## src/rtl/game_pkg.sv

```systemverilog
// rtl/game_pkg.sv - shared types, colour constants and frame helper for the game engine
package game_pkg;

  typedef enum logic [2:0] {
    PLAY     = 3'd0,
    FLASH    = 3'd1,
    RESOLVE  = 3'd2,
    WIN      = 3'd3,
    GAMEOVER = 3'd4
  } state_t;

  localparam logic [23:0] GRB_OFF        = 24'h000000;
  localparam logic [23:0] MISS_COLOR_DEF = 24'h00FF00;
  localparam logic [23:0] WIN_COLOR_DEF  = 24'hFF0000;

  // Widest strip the replication helper can build; callers cast down to their frame width.
  localparam int MAX_LEDS = 64;
  localparam int MAX_FW   = 24 * MAX_LEDS;

  // Fill the first num_leds LED slots with one colour; LED i sits at bits [24*i +: 24].
  function automatic logic [MAX_FW-1:0] grb_replicate(input logic [23:0] color, input int num_leds);
    logic [MAX_FW-1:0] f;
    f = '0;
    for (int i = 0; i < MAX_LEDS; i++) begin
      if (i < num_leds) f[24*i +: 24] = color;
    end
    return f;
  endfunction

endpackage

```

## src/rtl/game_flash_timer.sv

```systemverilog
// rtl/game_flash_timer.sv - half-period counter with on/off phase and pair count
module game_flash_timer #(
  parameter int HALF  = 2**24,
  parameter int COUNT = 4
) (
  input  logic clk,
  input  logic reset,
  input  logic start,
  input  logic enable,
  output logic tick,
  output logic phase,
  output logic done
);

  localparam int TW = (HALF > 1) ? $clog2(HALF) : 1;
  localparam int PW = $clog2(COUNT + 1);

  logic [TW-1:0] tcnt;
  logic [PW-1:0] pairs;

  // tick marks the last cycle of a half-period; done is the tick closing the final OFF half
  assign tick  = enable & (tcnt == TW'(HALF - 1));
  assign done  = tick & ~phase & (pairs == PW'(COUNT - 1));

  // start restarts in the ON phase; pairs counts completed ON/OFF pairs (OFF->ON toggles)
  always_ff @(posedge clk) begin
    if (reset) begin
      tcnt  <= '0;
      phase <= 1'b0;
      pairs <= '0;
    end else if (start) begin
      tcnt  <= '0;
      phase <= 1'b1;
      pairs <= '0;
    end else if (tick) begin
      tcnt  <= '0;
      phase <= ~phase;
      if (!phase) pairs <= pairs + PW'(1);
    end else if (enable) begin
      tcnt <= tcnt + TW'(1);
    end
  end

endmodule

```

## src/rtl/game_engine_gen2.sv

```systemverilog
// rtl/game_engine_gen2.sv - LED-strip game controller: play, flash, lives, win chaser, game over
module game_engine_gen2
  import game_pkg::*;
#(
  parameter int          NUM_LEDS    = 5,
  parameter int          WIN_LVL     = 5,
  parameter int          LIVES       = 3,
  parameter int          FLASH_HALF  = 2**24,
  parameter int          FLASH_COUNT = 4,
  parameter logic [23:0] MISS_COLOR  = MISS_COLOR_DEF,
  parameter logic [23:0] WIN_COLOR   = WIN_COLOR_DEF,
  localparam int         FW          = 24 * NUM_LEDS,
  localparam int         LW          = $clog2(WIN_LVL + 1),
  localparam int         VW          = $clog2(LIVES + 1)
) (
  input  logic          clk,
  input  logic          reset,
  input  logic          go,
  input  logic          cycle,
  input  logic          flag,
  input  logic [FW-1:0] grb_in,
  output logic [FW-1:0] grb_seq,
  output logic          refresh,
  output logic          run,
  output logic [LW-1:0] lvl,
  output logic [VW-1:0] lives_left,
  output logic          win,
  output logic          lose
);

  localparam int IW = (NUM_LEDS > 1) ? $clog2(NUM_LEDS) : 1;

  state_t        state, state_d;
  logic          go_q, go_rise;
  logic          hit_r, hit_d;
  logic [FW-1:0] snap, snap_d;
  logic [FW-1:0] grb_d;
  logic [LW-1:0] lvl_d;
  logic [VW-1:0] lives_d;
  logic [IW-1:0] led_idx, led_d, step_idx;
  logic          upd;
  logic          t_start, t_enable, t_tick, t_phase, t_done;
  logic [FW-1:0] miss_frame, win_frame;

  assign go_rise    = go & ~go_q;
  assign miss_frame = FW'(grb_replicate(MISS_COLOR, NUM_LEDS));

  assign run  = (state == PLAY);
  assign win  = (state == WIN);
  assign lose = (state == GAMEOVER);

  assign t_enable = (state == FLASH) || (state == WIN);

  game_flash_timer #(
    .HALF  (FLASH_HALF),
    .COUNT (FLASH_COUNT)
  ) u_timer (
    .clk    (clk),
    .reset  (reset),
    .start  (t_start),
    .enable (t_enable),
    .tick   (t_tick),
    .phase  (t_phase),
    .done   (t_done)
  );

  // Chaser frame for the LED about to be lit: the next slot while in WIN, LED0 on WIN entry
  always_comb begin
    step_idx = '0;
    if (state == WIN) begin
      step_idx = (led_idx == IW'(NUM_LEDS - 1)) ? '0 : led_idx + IW'(1);
    end
    win_frame = '0;
    for (int i = 0; i < NUM_LEDS; i++) begin
      win_frame[24*i +: 24] = (IW'(i) == step_idx) ? WIN_COLOR : GRB_OFF;
    end
  end

  // Next-state and datapath decisions; upd flags every internally generated frame change
  always_comb begin
    state_d = state;
    grb_d   = grb_seq;
    lvl_d   = lvl;
    lives_d = lives_left;
    led_d   = led_idx;
    snap_d  = snap;
    hit_d   = hit_r;
    upd     = 1'b0;
    t_start = 1'b0;
    case (state)
      PLAY: begin
        grb_d = grb_in;
        if (go_rise) begin
          snap_d  = grb_in;
          hit_d   = flag;
          t_start = 1'b1;
          grb_d   = flag ? grb_in : miss_frame;
          upd     = 1'b1;
          state_d = FLASH;
        end
      end
      FLASH: begin
        // the closing tick leaves the OFF frame in place for RESOLVE
        if (t_done) begin
          state_d = RESOLVE;
        end else if (t_tick) begin
          grb_d = t_phase ? {FW{1'b0}} : (hit_r ? snap : miss_frame);
          upd   = 1'b1;
        end
      end
      RESOLVE: begin
        if (hit_r) begin
          lvl_d = (lvl == LW'(WIN_LVL)) ? lvl : lvl + LW'(1);
          if (lvl + LW'(1) == LW'(WIN_LVL)) begin
            led_d   = '0;
            t_start = 1'b1;
            grb_d   = win_frame;
            upd     = 1'b1;
            state_d = WIN;
          end else begin
            state_d = PLAY;
          end
        end else if (lives_left <= VW'(1)) begin
          lives_d = '0;
          grb_d   = miss_frame;
          upd     = 1'b1;
          state_d = GAMEOVER;
        end else begin
          lives_d = lives_left - VW'(1);
          state_d = PLAY;
        end
      end
      WIN: begin
        if (go_rise) begin
          lvl_d   = '0;
          lives_d = VW'(LIVES);
          state_d = PLAY;
        end else if (t_tick) begin
          led_d = step_idx;
          grb_d = win_frame;
          upd   = 1'b1;
        end
      end
      GAMEOVER: begin
        if (go_rise) begin
          lvl_d   = '0;
          lives_d = VW'(LIVES);
          state_d = PLAY;
        end
      end
      default: state_d = PLAY;
    endcase
  end

  // State and datapath registers; refresh lands in the same cycle as the new frame
  always_ff @(posedge clk) begin
    if (reset) begin
      state      <= PLAY;
      grb_seq    <= '0;
      refresh    <= 1'b0;
      lvl        <= '0;
      lives_left <= VW'(LIVES);
      led_idx    <= '0;
      snap       <= '0;
      hit_r      <= 1'b0;
      go_q       <= 1'b0;
    end else begin
      state      <= state_d;
      grb_seq    <= grb_d;
      refresh    <= cycle | upd;
      lvl        <= lvl_d;
      lives_left <= lives_d;
      led_idx    <= led_d;
      snap       <= snap_d;
      hit_r      <= hit_d;
      go_q       <= go;
    end
  end

endmodule

```

## config.mk

```make
export PLATFORM = sky130hd
export DESIGN_NAME = game_engine_gen2
export DESIGN_NICKNAME = d
export VERILOG_FILES = /design/src/rtl/game_pkg.sv /design/src/rtl/game_flash_timer.sv /design/src/rtl/game_engine_gen2.sv
export SDC_FILE = /design/constraint.sdc
export NUM_CORES = 1
export LEC_CHECK = 0
export ABC_AREA = 1
export CAP_MARGIN = 0
export CORE_ASPECT_RATIO = 1.75
export CORE_MARGIN = 2
export CORE_UTILIZATION = 50
export DETAILED_ROUTE_END_ITERATION = 6
export PLACE_DENSITY = 0.77
export SYNTH_ARGS = -nofsm -noshare
export SYNTH_HDL_FRONTEND = slang
export SYNTH_SLANG_ARGS = --single-unit
```

## constraint.sdc

```tcl
create_clock -name clk -period 2.13 [get_ports clk]
set_input_delay 0.426 -clock clk [delete_from_list [all_inputs] [get_ports clk]]
set_output_delay 0.426 -clock clk [all_outputs]
set_load 0.005 [all_outputs]
```

==> results of run 1 <==
[power groups by stage]
stage	combinational [W]	sequential (W)	clock, W
floorplan	0.00256	0.00652	0
global placement	0.00470	0.00656	0
detailed placement	0.00478	0.00658	0
CTS	0.00483	0.00647	0.00511
global route	0.00581	0.00656	0.00530
finish	0.00525	0.00648	0.00504
[layout by cell type, fill, tap and decap left out, types with 2 or more instances in the layout]
| master | synthesis | layout |
|---|---|---|
| nor2_1 | 379 | 365 |
| nand2_1 | 327 | 319 |
| dfxtp_1 | 282 | 273 |
| a21oi_1 | 272 | 272 |
| clkdlybuf4s50_1 | 0 | 251 |
| inv_1 | 192 | 191 |
| o21ai_0 | 175 | 175 |
| nand3_1 | 147 | 139 |
| buf_4 | 5 | 59 |
| nor3_1 | 38 | 38 |
| clkbuf_16 | 0 | 36 |
| buf_12 | 0 | 29 |
| xor2_1 | 10 | 10 |
| nor2_2 | 4 | 10 |
| buf_6 | 1 | 9 |
| nor2_4 | 0 | 8 |
| nand4_1 | 8 | 8 |
| nand2_2 | 1 | 7 |
| nand3_2 | 0 | 7 |
| ha_1 | 8 | 7 |
| clkbuf_1 | 98 | 7 |
| nand3b_1 | 6 | 6 |
| dfxtp_2 | 0 | 6 |
| inv_2 | 5 | 5 |
| o21a_1 | 5 | 5 |
| clkbuf_8 | 0 | 5 |
| or2_2 | 4 | 4 |
| clkinv_2 | 0 | 4 |
| bufinv_16 | 0 | 4 |
| buf_16 | 0 | 4 |
| xnor2_1 | 3 | 3 |
| o211ai_1 | 3 | 3 |
| dfxtp_4 | 0 | 3 |
| nor3_4 | 0 | 2 |
| nand2_8 | 0 | 2 |
[area by class of cell]
type / instances / share of cell area, %
flip-flops and latches: 282 / 30.95
clock buffers: 39 / 4.211
clock inverters: 7 / 0.7383
diodes: 1 / 0.01367
well taps: 324 / 2.215
inverters: 199 / 4.115
repair buffers: 364 / 21.90
multi-input cells: 1402 / 35.86
[logic make-up after synthesis]
family / count (synthesis) / synth area share (%)
and+or+nand+nor: 918 / 28.33
AOI/OAI and AO/OA: 462 / 17.66
buffers and inverters: 341 / 10.05
DFF: 282 / 42.36
xor gates and xnor gates: 13 / 0.8544
adders and majority gates: 8 / 0.7511
[worst min-delay path by stage]
stage | from | end | slack [ps] | cells after the start
detailed placement | snap[54]$_SDFFE_PP0P_ | snap[54]$_SDFFE_PP0P_ | 440 | 2
CTS | grb_in[59] | snap[59]$_SDFFE_PP0P_ | 430 | 3
global placement | snap[103]$_SDFFE_PP0P_ | snap[103]$_SDFFE_PP0P_ | 430 | 2
finish | grb_in[59] | snap[59]$_SDFFE_PP0P_ | 440 | 3
floorplan | snap[24]$_SDFFE_PP0P_ | snap[24]$_SDFFE_PP0P_ | 420 | 2
global route | grb_in[14] | snap[14]$_SDFFE_PP0P_ | 450 | 3
[state kept, by name (all words and copies together), names as in the netlist]
register,count
go_q,1
grb_seq,120
hit_r,1
led_idx,3
lives_left,2
lvl,3
refresh,1
snap,120
state,3
u_timer.pairs,3
u_timer.phase,1
u_timer.tcnt,24
[cell usage after synthesis (all sizes together)]
library cell / count / share of area (%)
a21o: 1 / 0.056
or2: 4 / 0.19
a21oi: 273 / 10
nor3b: 1 / 0.056
ha: 8 / 0.75
nand2: 328 / 9.3
inv: 197 / 5.5
clkbuf: 98 / 2.8
nor2: 384 / 11
o21a: 5 / 0.28
o211ai: 3 / 0.17
buf: 44 / 1.7
nand4: 8 / 0.38
nor3: 40 / 1.6
xnor2: 3 / 0.20
nand3: 147 / 5.5
o22ai: 1 / 0.047
o21ai: 176 / 6.6
a21boi: 1 / 0.056
nand3b: 6 / 0.34
xor2: 10 / 0.66
dfxtp: 282 / 42
clkinv: 2 / 0.056
a31oi: 1 / 0.047
o21bai: 1 / 0.056
[per-layer routing]
metal  track usage, %  up-vias  share of wire (%)
met2            49.84      582                 52
li1                 -     6994                  -
met4            13.77        0                4.8
met1            31.48     6606                 38
met3            3.666      124                6.0
met5                0        -                  0
[per-stage QoR]
step | utilization [%] | total power (W)
after global placement | 63.50 | 0.01126
after detailed placement | 63.50 | 0.01136
final | 69.35 | 0.01677
after global routing | 69.35 | 0.01766
after floorplan | - | 0.009077
after CTS | 67.11 | 0.01642
[what timing repair did]
item	4_1_cts	5_1_grt
pin swaps	3	9
buffers inserted	4	10
resized for setup	9	55
gates cloned	0	13
endpoints found under the setup margin	3	130
[worst register-to-register path, cell delays in order, from the launching register on]
cell and delay (ps):
dfxtp_1 390, nand2_1 100, nor2_2 210, nand2_2 90, nor2_4 120, nand3_2 120, a21oi_4 220, buf_4 150
buf_12 170, buf_16 190, nand3_1 110, nand2_1 70, nor2_1 40
==> summary.txt, run 1 <==
Layout
  • Finished Cell Area: between 15,000 and 20,000 sq um
  • P&R area growth vs syn: 37.34%
  • Final Instance Count excl. Fillers: roughly 2,600
  • Storage cell area: roughly 5700 sq um
  • Share of layout cells above drive strength 1: 9.246%
  • Final nets: 2,409
  • Multi-input combinational cell area: 6563 sq um
  • Fillers: approximately 2,200

Clock network
  • Clk Latency, worst-skew pair: ~550 ps
  • CTS root buffer: clkbuf_16
  • Largest buffer count on any clock path: 3
  • CTS sink cnt: 282
  • Total CTS buffers: 27
  • H-tree depth: 1
  • CTS tree: yes
  • Post-CTS Hold Buffers: 0
  • Clk slew on worst S/H paths: about 70 ps

STA
  • Post-Route Hold Slack: ~440 ps
  • Period utilisation layout: 98.06%
  • Relative slew slack: 59.96%
  • RSZ-0062 raised after global routing: true
  • Peak Freq: 478.8 MHz
  • Slew @ Worst Pin: around 600 ps
  • Final min period: ~2100 ps
  • Clock Skews: around 24 ps
  • Final setup margin: 41.36 ps
  • Hold Fails Final Rpt: 0
  • Setup TNS: 0 ps
  • Setup-failing EPs final: 0
  • Final Slew Violations: 0

Worst setup path
  • Capturing point of the worst reg2reg path: grb_seq[56]$_SDFFE_PP0P_
  • Worst Setup End Kind: flop
  • Most frequent CP cell: nand2_1
  • Arr. time, crit path: around 2500 ps
  • CP endpoint: grb_seq[56]$_SDFFE_PP0P_
  • Cell family with most CP delay: simple AND/OR/NAND/NOR gates
  • CP bufs+invs: 3
  • Worst Reg-to-Reg Cells: 12
  • CP peak stage delay: about 390 ps
  • CP Launch Point: u_timer.tcnt[12]$_SDFFE_PP0P_
  • Worst Setup Start Kind: flop
  • CP required: roughly 2600 ps
  • Levels on crit path: 12
  • CP cell instances: nand2_1 -> nor2_2 -> nand2_2 -> nor2_4 -> nand3_2 -> a21oi_4 -> buf_4 -> buf_12 -> buf_16 -> nand3_1 -> nand2_1 -> nor2_1
  • Worst R2R Setup Slack: 40 ps
  • Slowest CP cell: dfxtp_1
  • Worst-path fanout max: 30
  • CP Class: reg -> reg
  • Reg2reg start: u_timer.tcnt[12]$_SDFFE_PP0P_

Logic synthesis
  • Synth warn: 0
  • FF+latch count, synth: 282
  • Yosys cell types: 35
  • Sequential element share of the synthesized area: 42.36%
  • Cells after synthesis: just over 2,000
  • Syn avg cell area: around 6.6 sq um
  • Cell area after synthesis: roughly 13,000 sq um
  • Syn_nets: between 2,000 and 2,500

Routing
  • Vias: 14,310
  • Initial drt markers: about 1,100
  • Routed WL: roughly 42 mm
  • 1st-pass router iterations: 6
  • Antenna Nets Post-Route: 0
  • DR vias/cell: between 5 and 6
  • DRC Markers: 0
  • Detailed-route wire length per cell: roughly 16 um

Floorplan
  • Core Rows: between 70 and 80
  • Die X: 127.4 um
  • Die area: roughly 28,000 sq um
  • Die Height: between 200 and 250 um
  • Placeable Area: about 26,000 sq um
  • Starting Density: 50.50%
  • IO Pins: about 250

Place
  • Post-DP Area: about 17,000 sq um
  • Final GP Congestion: between 0.8 and 0.9
  • Post-DP HPWL: around 27 mm
  • Setup WS pre-CTS: -210.0 ps
  • PortBufs: between 200 and 300
  • Placed insts: roughly 2,500

Run
  • Max Cap Violations: 0

Power and ir drop
  • Comb pwr share: between 30% and 40%
  • Maximum vdd drop: a little under 0.8 mV
  • Share of power burned in registers: between 30% and 40%
  • Psw: between 0.005 and 0.006 W
  • P_leak: roughly 8.2 nW
  • Pwr per Cell Area: 916.5 nW/um^2
  • Clk network pwr share: a little under a third
  • Sw Ratio: 30.95%
  • P_int: between 0.01 and 0.015 W

Global route
  • Initial antenna violation count: 1
  • Global route overflow: 0
  • Vias in the first global route: between 10,000 and 15,000
  • GRT Resource Usage Total: 27.54%
  • Largest net degree at the start of global routing: 63
  • First-pass GRT wire length: roughly 64 mm

Worst hold path
  • Worst hold path type: in -> reg

Status
  • Outcome: completed
Power figures use the tool's default switching activity.
==> run 2: changes to the inputs <==
--- a/config.mk
+++ b/config.mk
@@ -9,9 +9,9 @@
 export CAP_MARGIN = 0
 export CORE_ASPECT_RATIO = 1.75
 export CORE_MARGIN = 2
-export CORE_UTILIZATION = 50
+export CORE_UTILIZATION = 53
 export DETAILED_ROUTE_END_ITERATION = 6
-export PLACE_DENSITY = 0.77
+export PLACE_DENSITY = 0.81
 export SYNTH_ARGS = -nofsm -noshare
 export SYNTH_HDL_FRONTEND = slang
 export SYNTH_SLANG_ARGS = --single-unit
==> run 2 against run 1 <==
Effect of this change: the run now ends with DRC left; routed wire length is 0.81% lower; largest power group unchanged; power is 2.9% lower; hold slack better by 7.7 ps; register-to-register slack better by 20 ps; largest cell class unchanged.
==> summary.txt, run 2 (synthesized netlist as in run 1, its figures left out) <==
Status
  • Outcome: finished with violations (was completed)
  • Violated checks: DRC

Place
  • Final GP Congestion: 0.9136 (was 0.8936)
  • Post-DP HPWL: 26.57 mm (was 27.40 mm)
  • Post-DP Area: 16,590 sq um (was 16,760 sq um)
  • PortBufs: 253 (unchanged)
  • Setup WS pre-CTS: -175.7 ps (was -210.0 ps)

STA
  • Setup-failing EPs final: 0 (unchanged)
  • Period utilisation layout: 97.21% (was 98.06%)
  • Final min period: 2071 ps (was 2089 ps)
  • Peak Freq: 483.0 MHz (was 478.8 MHz)
  • Slew @ Worst Pin: 860.2 ps (was 599.4 ps)
  • Relative slew slack: 42.65% (was 59.96%)
  • Clock Skews: 11.46 ps (was 23.81 ps)
  • Final setup margin: 59.40 ps (was 41.36 ps)
  • Setup TNS: 0 ps (unchanged)
  • Final Slew Violations: 0 (unchanged)
  • Hold Fails Final Rpt: 0 (unchanged)
  • Post-Route Hold Slack: 446.9 ps (was 439.2 ps)
  • RSZ-0062 raised after global routing: true (unchanged)

Layout
  • Final nets: 2,386 (was 2,409)
  • P&R area growth vs syn: 34.86% (was 37.34%)
  • Most frequent cells in the layout: 371 x nor2_1, 321 x nand2_1, 274 x dfxtp_1, 272 x a21oi_1, 250 x clkdlybuf4s50_1 (was 365 x nor2_1, 319 x nand2_1, 273 x dfxtp_1, 272 x a21oi_1, 251 x clkdlybuf4s50_1)
  • Share of layout cells above drive strength 1: 7.885% (was 9.246%)
  • Fillers: 1,958 (was 2,172)
  • Multi-input combinational cell area: 6500 sq um (was 6563 sq um)
  • Final Util: 72.97% (was 69.35%)
  • Storage cell area: 5658 sq um (was 5664 sq um)
  • Most common cell after layout, fill and taps aside: nor2_1 (unchanged)
  • Finished Cell Area: 17,970 sq um (was 18,300 sq um)
  • Biggest regs: grb_seq x120, snap x120, u_timer.tcnt x24 (unchanged)

Routing
  • Vias: 14,150 (was 14,310)
  • Antenna Nets Post-Route: 0 (unchanged)
  • Initial drt markers: 1,052 (was 1,098)
  • Detailed-route wire length per cell: 16.17 um (was 16.09 um)
  • 1st-pass router iterations: 7 (was 6)
  • DR vias/cell: 5.477 (was 5.464)
  • Routed WL: 41.78 mm (was 42.12 mm)
  • DRC Markers: 2 (was 0)

Run
  • Max Cap Violations: 0 (unchanged)

Power and ir drop
  • Share of power burned in registers: 39.9% (was 38.7%)
  • Sw Ratio: 31.54% (was 30.95%)
  • Pwr per Cell Area: 905.9 nW/um^2 (was 916.5 nW/um^2)
  • P_int: 0.01115 W (was 0.01158 W)
  • Maximum vdd drop: 0.7237 mV (was 0.7951 mV)
  • Comb pwr share: 31.3% (about the same)
  • Psw: 0.005134 W (was 0.005192 W)
  • P_leak: 8.064 nW (was 8.209 nW)
  • Clk network pwr share: 28.8% (was 30.0%)

Worst setup path
  • Worst Reg-to-Reg Cells: 13 (was 12)
  • Reg2reg start: u_timer.tcnt[0]$_SDFFE_PP0P_ (was u_timer.tcnt[12]$_SDFFE_PP0P_)
  • CP required: 2550 ps (was 2580 ps)
  • Worst R2R Setup Slack: 60 ps (was 40 ps)
  • Arr. time, crit path: 2490 ps (was 2540 ps)
  • CP Launch Point: u_timer.tcnt[0]$_SDFFE_PP0P_ (was u_timer.tcnt[12]$_SDFFE_PP0P_)
  • Worst Setup Start Kind: flop (unchanged)
  • Worst Setup End Kind: flop (unchanged)
  • CP Class: reg -> reg (unchanged)
  • Worst-path fanout max: 16 (was 30)
  • Capturing point of the worst reg2reg path: grb_seq[62]$_SDFFE_PP0P_ (was grb_seq[56]$_SDFFE_PP0P_)

Floorplan
  • Die X: 123.9 um (was 127.4 um)
  • IO Pins: 254 (unchanged)
  • Placeable Area: 24,630 sq um (was 26,390 sq um)
  • Starting Density: 54.11% (was 50.50%)
  • Core Rows: 76 (was 79)
  • Die area: 26,480 sq um (was 28,030 sq um)
  • Die Height: 213.8 um (was 220.0 um)

Clock network
  • CTS tree: yes (unchanged)
  • H-tree depth: 1 (unchanged)
  • CTS root buffer: clkbuf_16 (unchanged)
  • Total CTS buffers: 26 (was 27)
  • Clk slew on worst S/H paths: 70 ps (about the same)
  • Clk Latency, worst-skew pair: 530 ps (was 550 ps)
  • CTS sink cnt: 282 (unchanged)
  • Largest buffer count on any clock path: 3 (unchanged)

Global route
  • Largest net degree at the start of global routing: 86 (was 63)
  • First-pass GRT wire length: 63.51 mm (was 64.15 mm)
  • GRT Resource Usage Total: 29.48% (was 27.54%)
  • Initial antenna violation count: 1 (unchanged)
  • Vias in the first global route: 13,230 (was 13,190)
  • Global route overflow: 0 (unchanged)

Worst hold path
  • Worst hold path type: reg -> reg (was in -> reg)
  • Hold Path End: snap[26]$_SDFFE_PP0P_ (was snap[59]$_SDFFE_PP0P_)
  • Hold path cells: 2 (was 3)
  • Hold Crit Start: snap[26]$_SDFFE_PP0P_ (was grb_in[59])
[run 2: cell count changes in the layout (fill, tap and decap cells not counted), moves of 3 or more]
cell       delta
buf_4        -16
buf_6         -6
bufinv_16     -3
nand2_2       -3
nand3_1       +3
nor2_1        +6
nor2_2        -7
o21ai_0       -4
o21ai_1       +4
[run 2: worst max path at each step]
stage	cells past startpoint	slack, ps	to
2_1_floorplan	11	220	grb_seq[100]$_SDFFE_PP0P_
3_3_place_gp	11	-130	u_timer.tcnt[7]$_SDFFE_PP0P_
3_5_place_dp	11	-180	u_timer.tcnt[8]$_SDFFE_PP0P_
4_1_cts	4	2	run
5_1_grt	13	-30	grb_seq[62]$_SDFFE_PP0P_
6_report	13	60	grb_seq[62]$_SDFFE_PP0P_
[run 2: worst max-delay path, cell delays in order (launching register included)]
cell and delay [ps]:
dfxtp_2 370, ha_4 140, nand2_1 60, nor2_2 140, nand2_2 90, nor2_4 190
nand3_2 130, a21oi_4 180, buf_12 160, buf_16 150, buf_12 150, nand3_1 80
nand2_1 70, nor2_1 40
[run 2: layer usage]
layer  global-route usage [%]  share of wire, %
met1                    33.81                38
met3                    4.229               6.2
met4                    15.44               4.8
met5                        0                 0
met2                    52.22                51
[run 2: final cells by class]
cell class	count	area share, %
sequential	282	31.48
tap	312	2.172
timing repair buffer	343	21.31
multi-input combinational	1401	36.17
clock buffer	39	4.344
clock inverter	6	0.3202
antenna	1	0.01392
inverter	199	4.191
[run 2: through the flow]
step | instances | total power [W]
finish | 2583 | 0.01628
global route | 2583 | 0.01710
CTS | 2567 | 0.01605
detailed placement | 2516 | 0.01132
global placement | 2516 | 0.01120
floorplan | 2024 | 0.009077
[run 2: what timing repair did]
item                                    CTS  global route
endpoints found under the setup margin  119           124
hold buffers                              0             0
gates resized for setup                  11            37
buffers inserted                          5             5
gates cloned                              1            10
pin swaps                                 5             6
[run 2: power groups by stage]
stage	Combinational (W)	Clock, W	Sequential (W)
after detailed placement	0.00475	0	0.00657
after CTS	0.00486	0.00472	0.00647
after global placement	0.00464	0	0.00656
final	0.00510	0.00469	0.00649
after global routing	0.00561	0.00493	0.00656
after floorplan	0.00256	0	0.00652
==> run 3: changes to the inputs <==
--- a/config.mk
+++ b/config.mk
@@ -6,12 +6,13 @@
 export NUM_CORES = 1
 export LEC_CHECK = 0
 export ABC_AREA = 1
+export ABC_CLOCK_PERIOD_IN_PS = 2130
 export CAP_MARGIN = 0
 export CORE_ASPECT_RATIO = 1.75
 export CORE_MARGIN = 2
 export CORE_UTILIZATION = 53
 export DETAILED_ROUTE_END_ITERATION = 6
-export PLACE_DENSITY = 0.81
+export PLACE_DENSITY = 0.88
 export SYNTH_ARGS = -nofsm -noshare
 export SYNTH_HDL_FRONTEND = slang
 export SYNTH_SLANG_ARGS = --single-unit
==> run 3 against run 2 <==
Effect of this change: the run ends with setup timing left; final area rose by 1.5%; via count rose by 4.5%; clock skew rose by 1.0 ps; clock-buffer cell count fell by 7; register-to-register slack got worse by 80 ps; critical path depth did not move; routed wire length rose by 9.2%; utilization rose by 1.1 points.
==> summary.txt, run 3 (synthesized netlist as in run 1, its figures left out) <==
Layout
  • Most common cell after layout, fill and taps aside: nor2_1 (unchanged)
  • Biggest regs: grb_seq x120, snap x120, u_timer.tcnt x24 (unchanged)
  • Share of layout cells above drive strength 1: 9.266% (was 7.885%)
  • Final nets: 2,401 (was 2,386)
  • Most frequent cells in the layout: 369 x nor2_1, 318 x nand2_1, 272 x a21oi_1, 270 x dfxtp_1, 251 x clkdlybuf4s50_1 (was 371 x nor2_1, 321 x nand2_1, 274 x dfxtp_1, 272 x a21oi_1, 250 x clkdlybuf4s50_1)
  • Final Instance Count excl. Fillers: 2,604 (was 2,583)
  • Final Util: 74.10% (was 72.97%)
  • P&R area growth vs syn: 36.94% (was 34.86%)

Routing
  • Detailed-route wire length per cell: 17.52 um (was 16.17 um)
  • 1st-pass router iterations: 6 (was 7)
  • Initial drt markers: 1,597 (was 1,052)
  • Routed WL: 45.63 mm (was 41.78 mm)
  • Antenna Nets Post-Route: 0 (unchanged)
  • Vias: 14,790 (was 14,150)
  • DR vias/cell: 5.678 (was 5.477)
  • DRC Markers: 0 (was 2)

Power and ir drop
  • P_leak: 8.196 nW (was 8.064 nW)
  • Pwr per Cell Area: 929.7 nW/um^2 (was 905.9 nW/um^2)
  • Overall power: 0.01697 W (was 0.01628 W)
  • Maximum vdd drop: 0.7892 mV (was 0.7237 mV)

Worst hold path
  • Worst hold path type: reg -> reg (unchanged)

Global route
  • Global route overflow: 0 (unchanged)
  • Initial antenna violation count: 3 (was 1)
  • Largest net degree at the start of global routing: 76 (was 86)
  • Vias in the first global route: 13,670 (was 13,230)
  • First-pass GRT wire length: 65.49 mm (was 63.51 mm)
  • GRT Resource Usage Total: 30.53% (was 29.48%)

Status
  • Outcome: finished with violations (unchanged)
  • Violated checks: setup timing (was DRC)

Worst setup path
  • CP Class: reg -> reg (unchanged)
  • Arr. time, crit path: 2610 ps (was 2490 ps)
  • Slowest CP cell: dfxtp_2 (unchanged)
  • CP peak stage delay: 360 ps (was 370 ps)
  • Worst Setup Start Kind: flop (unchanged)
  • CP cell instances: ha_4 -> nand2_2 -> nor2_4 -> nand2_2 -> nor2_4 -> buf_6 -> o211ai_1 -> nand2_4 -> nand2_8 -> clkbuf_16 -> nand2_1 -> nand2_1 -> nor2_1 (was ha_4 -> nand2_1 -> nor2_2 -> nand2_2 -> nor2_4 -> nand3_2 -> a21oi_4 -> buf_12 -> buf_16 -> buf_12 -> nand3_1 -> nand2_1 -> nor2_1)
  • CP required: 2590 ps (was 2550 ps)
  • Worst-path fanout max: 12 (was 16)
  • Worst Setup End Kind: flop (unchanged)

Floorplan
  • Die Height: 213.8 um (unchanged)
  • Die X: 123.9 um (unchanged)
  • Die area: 26,480 sq um (unchanged)
  • Core Rows: 76 (unchanged)
  • Starting Density: 54.11% (unchanged)
  • Placeable Area: 24,630 sq um (unchanged)
  • IO Pins: 254 (unchanged)

Place
  • Setup WS pre-CTS: -154.4 ps (was -175.7 ps)
  • Placed insts: 2,525 (was 2,516)
  • PortBufs: 253 (unchanged)
  • Post-DP HPWL: 27.31 mm (was 26.57 mm)
  • Final GP Congestion: 0.9210 (was 0.9136)

Clock network
  • H-tree depth: 1 (unchanged)
  • CTS sink cnt: 282 (unchanged)
  • CTS tree: yes (unchanged)
  • Clk Latency, worst-skew pair: 540 ps (was 530 ps)
  • Total CTS buffers: 26 (unchanged)
  • Post-CTS Hold Buffers: 0 (unchanged)
  • Largest buffer count on any clock path: 3 (unchanged)
  • Clk slew on worst S/H paths: 70 ps (about the same)
  • CTS root buffer: clkbuf_16 (unchanged)

STA
  • Slew @ Worst Pin: 845.4 ps (was 860.2 ps)
  • Period utilisation layout: 101.1% (was 97.21%)
  • Setup-failing EPs final: 3 (was 0)
  • Setup TNS: -51.11 ps (was 0 ps)
  • Peak Freq: 464.4 MHz (was 483.0 MHz)
  • Final setup margin: -23.39 ps (was 59.40 ps)
  • Hold Fails Final Rpt: 0 (unchanged)
  • Final min period: 2153 ps (was 2071 ps)
  • Relative slew slack: 43.64% (was 42.65%)
  • Final Slew Violations: 0 (unchanged)
  • Clock Skews: 12.46 ps (was 11.46 ps)

Run
  • Max Cap Violations: 0 (unchanged)
## run 3: cell count changes in the layout (fill, tap and decap cells not counted), moves of 4 or more
cell / before / now
buf_6: 3 / 7
clkbuf_1: 6 / 2
o21ai_0: 171 / 175
dfxtp_1: 274 / 270
bufinv_16: 1 / 5
o21ai_1: 5 / 1
buf_12: 31 / 26
buf_4: 43 / 56
## run 3: path summary, 6_finish.rpt
| check | slack, ps | depth (start not counted) | startpoint | to |
|---|---|---|---|---|
| min | 450 | 2 | snap[52]$_SDFFE_PP0P_ | snap[52]$_SDFFE_PP0P_ |
| min reg2reg | 450 | 2 | snap[52]$_SDFFE_PP0P_ | snap[52]$_SDFFE_PP0P_ |
| max reg2reg | -20 | 13 | u_timer.tcnt[1]$_SDFFE_PP0P_ | grb_seq[24]$_SDFFE_PP0P_ |
| max | -20 | 13 | u_timer.tcnt[1]$_SDFFE_PP0P_ | grb_seq[24]$_SDFFE_PP0P_ |
## run 3: what timing repair did
action / 4_1_cts / 5_1_grt
pin swaps: 2 / 10
buffers inserted: 5 / 7
resized for setup: 8 / 51
hold endpoints to repair: 0 / 0
endpoints found under the setup margin: 58 / 123
cloned: 2 / 13
## run 3: area by class of cell
| class | instances | area (sq um) |
|---|---|---|
| Multi-Input combinational cell | 1403 | 6564 |
| Fill cell | 1788 | 6379 |
| Sequential cell | 282 | 5665 |
| Timing Repair Buffer | 356 | 3923 |
| Inverter | 199 | 753.2 |
| Clock buffer | 32 | 724.4 |
| Tap cell | 312 | 390.4 |
| Clock inverter | 16 | 220.2 |
| Antenna cell | 4 | 10.01 |
## run 3: report_power, final
| group | total, W | internal [W] | switching [W] |
|---|---|---|---|
| logic | 0.00530 | 0.00249 | 0.00280 |
| clock network | 0.00515 | 0.00304 | 0.00212 |
| registers | 0.00652 | 0.00604 | 0.000474 |
| total | 0.0170 | 0.0116 | 0.00539 |
## run 3: per-layer routing
| layer | global-route usage, % | part of all wire, % | wire length (um) |
|---|---|---|---|
| met4 | 20.10 | 6.0 | 2746 |
| met2 | 53.85 | 51 | 23080 |
| met3 | 4.388 | 8.0 | 3646 |
| met5 | 0 | 0 | 0 |
| met1 | 33.45 | 35 | 16150 |
## run 3: critical path, delay by kind of cell (launching register included)
kind / cells / cell delay, ps
AND/OR/NAND/NOR: 9 / 1090
flip-flops: 1 / 360
buffers and inverters: 2 / 320
adder cells (fa/ha/maj): 1 / 150
AO/OA/AOI/OAI: 1 / 150
## run 3: through the flow
step                hold WS (ps)  cell area [sq um]
finish                     448.7              18250
global route               465.5              18250
CTS                        442.8              17680
detailed placement         439.9              16620
global placement           431.3              16620
floorplan                  424.5              13330
